<file path="src/rtl/ram_word_loader.sv">
// Byte-stream loader for the protected RAM: packs bytes little-endian into words,
// writes them to sequential addresses and verifies each write-through readback.
module ram_word_loader #(
  parameter int N         = 64,
  parameter int ADDR_BITS = 4
) (
  input  logic                 clk,
  input  logic                 rst_n,
  input  logic                 start,
  input  logic                 in_valid,
  input  logic [7:0]           in_data,
  output logic                 in_ready,
  output logic [ADDR_BITS-1:0] ram_addr,
  output logic [N-1:0]         ram_data,
  output logic                 ram_wr_en,
  input  logic [N-1:0]         ram_rdata,
  output logic                 busy,
  output logic                 done,
  output logic                 err,
  output logic [ADDR_BITS:0]   word_count
);

  localparam int BYTES     = N / 8;
  localparam int BI_W      = (BYTES > 1) ? $clog2(BYTES) : 1;
  localparam int NUM_WORDS = 1 << ADDR_BITS;

  localparam logic [2:0] IDLE    = 3'd0;
  localparam logic [2:0] COLLECT = 3'd1;
  localparam logic [2:0] WRITE   = 3'd2;
  localparam logic [2:0] CHECK   = 3'd3;
  localparam logic [2:0] DONE    = 3'd4;

  logic [2:0]           state;
  logic [BI_W-1:0]      byte_idx;
  logic [N-1:0]         word;
  logic [ADDR_BITS-1:0] addr;

  // Every output is a decode of registered state, so in_ready never depends on in_valid.
  assign in_ready  = (state == COLLECT);
  assign ram_wr_en = (state == WRITE);
  assign busy      = (state == COLLECT) || (state == WRITE) || (state == CHECK);
  assign done      = (state == DONE);
  assign ram_addr  = addr;
  assign ram_data  = word;

  always_ff @(posedge clk or negedge rst_n) begin
    if (!rst_n) begin
      state      <= IDLE;
      byte_idx   <= '0;
      word       <= '0;
      addr       <= '0;
      word_count <= '0;
      err        <= 1'b0;
    end else begin
      case (state)
        IDLE, DONE: begin
          if (start) begin
            state      <= COLLECT;
            byte_idx   <= '0;
            addr       <= '0;
            word_count <= '0;
            err        <= 1'b0;
          end
        end
        COLLECT: begin
          if (in_valid) begin
            word[byte_idx*8 +: 8] <= in_data;
            if (byte_idx == BI_W'(BYTES - 1))
              state <= WRITE;
            else
              byte_idx <= byte_idx + 1'b1;
          end
        end
        WRITE: begin
          state <= CHECK;
        end
        CHECK: begin
          // The RAM updates data_out on the write edge, so readback is valid here.
          if (ram_rdata != word)
            err <= 1'b1;
          word_count <= word_count + 1'b1;
          if (addr == ADDR_BITS'(NUM_WORDS - 1)) begin
            state <= DONE;
          end else begin
            addr     <= addr + 1'b1;
            byte_idx <= '0;
            state    <= COLLECT;
          end
        end
        default: state <= IDLE;
      endcase
    end
  end

endmodule

</file>
<file path="config.mk">
export PLATFORM = sky130hd
export DESIGN_NAME = ram_word_loader
export DESIGN_NICKNAME = d
export VERILOG_FILES = /design/src/rtl/ram_word_loader.sv
export SDC_FILE = /design/constraint.sdc
export NUM_CORES = 1
export LEC_CHECK = 0
export BUFFER_PORTS_ARGS = -buffer_cell sky130_fd_sc_hd__buf_2
export CAP_MARGIN = 20
export CORE_ASPECT_RATIO = 1.5
export CORE_MARGIN = 1
export CORE_UTILIZATION = 53
export CTS_CLUSTER_DIAMETER = 200
export DETAILED_ROUTE_END_ITERATION = 10
export HOLD_SLACK_MARGIN = 0.05
export PLACE_DENSITY = 0.94
export SLEW_MARGIN = 20
export SYNTH_ARGS = -nofsm -noshare
export SYNTH_HDL_FRONTEND = slang
export SYNTH_SLANG_ARGS = --single-unit
</file>
<file path="constraint.sdc">
create_clock -name clk -period 6.2 [get_ports clk]
set_input_delay 1.24 -clock clk [delete_from_list [all_inputs] [get_ports clk]]
set_output_delay 1.24 -clock clk [all_outputs]
set_load 0.01 [all_outputs]
</file>
==> out/qor.txt <==
Status: finished, final reports clean
Later-pin clock latency in the skew report: 0.33 ns
WL final: 11300 um
Avg Inst Size Synth: 10.6 um2
Global-route wire length before repair: 16900 um
Slew Limit Fails: 0
CTS H-tree lvls: 3
Worst IR Drop VDD: 0.278 mV
Post-layout util: 68.7%
Final Hold Viols: 0
Leading area contributor after synthesis: dfrtp_1
P&R area growth vs syn: 25.9%
Net Sw Frac: 40.6%
Synth cell types: 37
Hold slack: 0.535 ns
Reg power frac: 40.3%
Unrepaired setup endpoints after global routing: no
Number of synthesis warnings: 0
Synth async-reset ratio: 100%
MaxCap Viol Count: 0
Wire per inst: 17.4 um
Top cell type's share of synthesized area: 48.5%
Post-CTS Repair Setup Buffers: 0
Vias/cell: 5.52
Filler cell count: 549
Cells after synthesis: 389
Final Cell Area: 0.00520 mm2
Slew HR: 35.2%
GPL Wtd Cong: 0.887
PostCTS Resize Cnt: 0
CTS tree: yes
ANT nets after route: 0
Int Power: 1440 uW
Prevailing post-synth register cell: dfrtp_1
Syn nets: 471
CP required: 6.42 ns
Dpl cell area: 0.00493 mm2
Clk buf depth: 2
DRT Pass-1 Iters: 4
CP arrival: 3.08 ns
Number of remaining DRC errors: 0
Yosys reg bits: 80
Kind of critical path: register to register
Sequential element share of the synthesized area: 48.5%
Total power: 2430 uW
Initial Utilization: 54.6%
Number of global-route vias before repair: 3372
Diodes inserted: 0
Min-Delay Path Class: register to register
Rows: 39
Via count: 3577
Crit share post-route: 46.1%
Overflow after GRT: 0
Clock skew: 0.00808 ns
Root Buffer: clkbuf_16
Post-route setup TNS: 0 ns
# nets final: 624
Switching power: 986 uW
Hold bufs inserted after CTS: 0
Die W: 74.1 um
Layout cells sized above 1: 38.5%
Leakage power: 0.00280 uW
Die height: 110 um
Initial antenna violation count: 0
Core area: 0.00756 mm2
Logic pwr share: 40.0%
CP Max Fanout: 13
Global-route usage over all layers: 28.9%
CTS clock-pin slew for the worst setup and hold paths: 0.06 ns
Slew @ Worst Pin: 0.972 ns
Synth Cell Area: 0.00413 mm2
Fmax: 350 MHz
Number of buffers created by CTS: 9
Final setup fails: 0
Iteration-0 DRC Markers: 316
Startpoint Class: register
Clk pwr share: 19.7%
Min cycle time layout: 2.86 ns
Pin count of the biggest net entering global routing: 81
Io pins: 154
Clock sink count: 80
Post-DP HPWL: 8490 um
Ranking of synthesized cells by area: dfrtp_1, xor2_1, mux2_2, nand2_1, o21ai_0
Number of synthesized flops with an enable pin: 0
CP Capture Type: register
# port buffers: 153
Power density over cell area: 468 mW/mm2
Die footprint: 0.00815 mm2
==> worst max-delay path, stage by stage, from the launching register on <==
cell and delay, ns:
dfrtp_1 0.63, inv_1 0.23, ha_1 0.26, ha_1 0.27
nor2_1 0.58, nand2_1 0.42, mux2_2 0.37
==> worst paths after layout <==
| path | to | cells past startpoint | slack (ns) | from |
|---|---|---|---|---|
| max | ram_data[25] | 6 | 3.34 | byte_idx[0] |
| min | ram_data[27] | 2 | 0.54 | ram_data[27] |
| max reg2reg | ram_data[25] | 6 | 3.34 | byte_idx[0] |
| min reg2reg | ram_data[27] | 2 | 0.54 | ram_data[27] |
| max in group asynchronous | byte_idx[0] | 1 | 4.51 | rst_n |
| min in group asynchronous | word_count[3] | 1 | 1.06 | rst_n |
==> kinds of logic after synthesis <==
group,synth area share [%]
and+or+nand+nor,17.2
DFF,48.5
xor gates and xnor gates,14.2
AOI/OAI and AO/OA,5.36
muxes,9.27
buffers and inverters,3.64
adders and majority gates,1.82
==> cells in the final DEF, fill, tap and decap left out, drive strengths merged, types with 2 or more instances in the layout <==
| cell | count |
|---|---|
| mux2 | 34 |
| clkbuf | 10 |
| and2 | 2 |
| and3 | 2 |
| o21ai | 34 |
| a21oi | 3 |
| nand2 | 58 |
| or2b | 2 |
| nand4 | 8 |
| xor2 | 67 |
| nor2 | 15 |
| dfrtp | 80 |
| nor4 | 17 |
| buf | 153 |
| ha | 6 |
| clkinv | 3 |
| and4b | 2 |
| inv | 15 |
| nor3 | 3 |
| nand3 | 22 |
==> cells in the mapped netlist (2+ instances only) <==
cell type and number:
o21ai_0 32, nand4_1 6, nand2_1 58, and2_1 2, buf_6 5, mux2_2 34
dfrtp_1 80, a21oi_1 3, nor3_1 2, and3_1 2, or2b_1 2, nor2_1 15
and4b_1 2, inv_1 14, xor2_1 67, nor4_1 17, nand3_1 21, ha_1 6
buf_2 3
==> layout make-up <==
type | count | area (um2) | area share (%)
Timing Repair Buffer | 153 | 768 | 14.8
Sequential cell | 80 | 2000 | 38.5
Tap cell | 102 | 128 | 2.46
Multi-Input combinational cell | 284 | 1980 | 38.0
Clock buffer | 10 | 239 | 4.60
Inverter | 14 | 52.6 | 1.01
Clock inverter | 5 | 31.3 | 0.602
==> power groups by stage <==
stage          logic, uW  clock network, uW  registers, uW
5_1_grt             1070                510           1010
4_1_cts              975                484            976
6_report             971                479            980
2_1_floorplan        544                  0           1010
3_3_place_gp         918                  0            970
3_5_place_dp         962                  0            983
==> sequential cells by signal, summed over array words and instances, names as in the netlist <==
register and count:
err 1, ram_data 64, state 3, ram_addr 4, word_count 5, byte_idx 3
==> per-stage QoR <==
step,std cells,worst slack (ns)
finish,648,3.34
global route,648,3.18
CTS,648,3.40
detailed placement,633,3.28
global placement,633,3.34
floorplan,389,3.93
==> layer usage <==
metal | track usage (%) | wire, um
met1 | 33.8 | 4040
met2 | 49.4 | 5920
met3 | 6.36 | 869
met4 | 14.0 | 429
met5 | 0 | 0
Power figures use the tool's default switching activity.
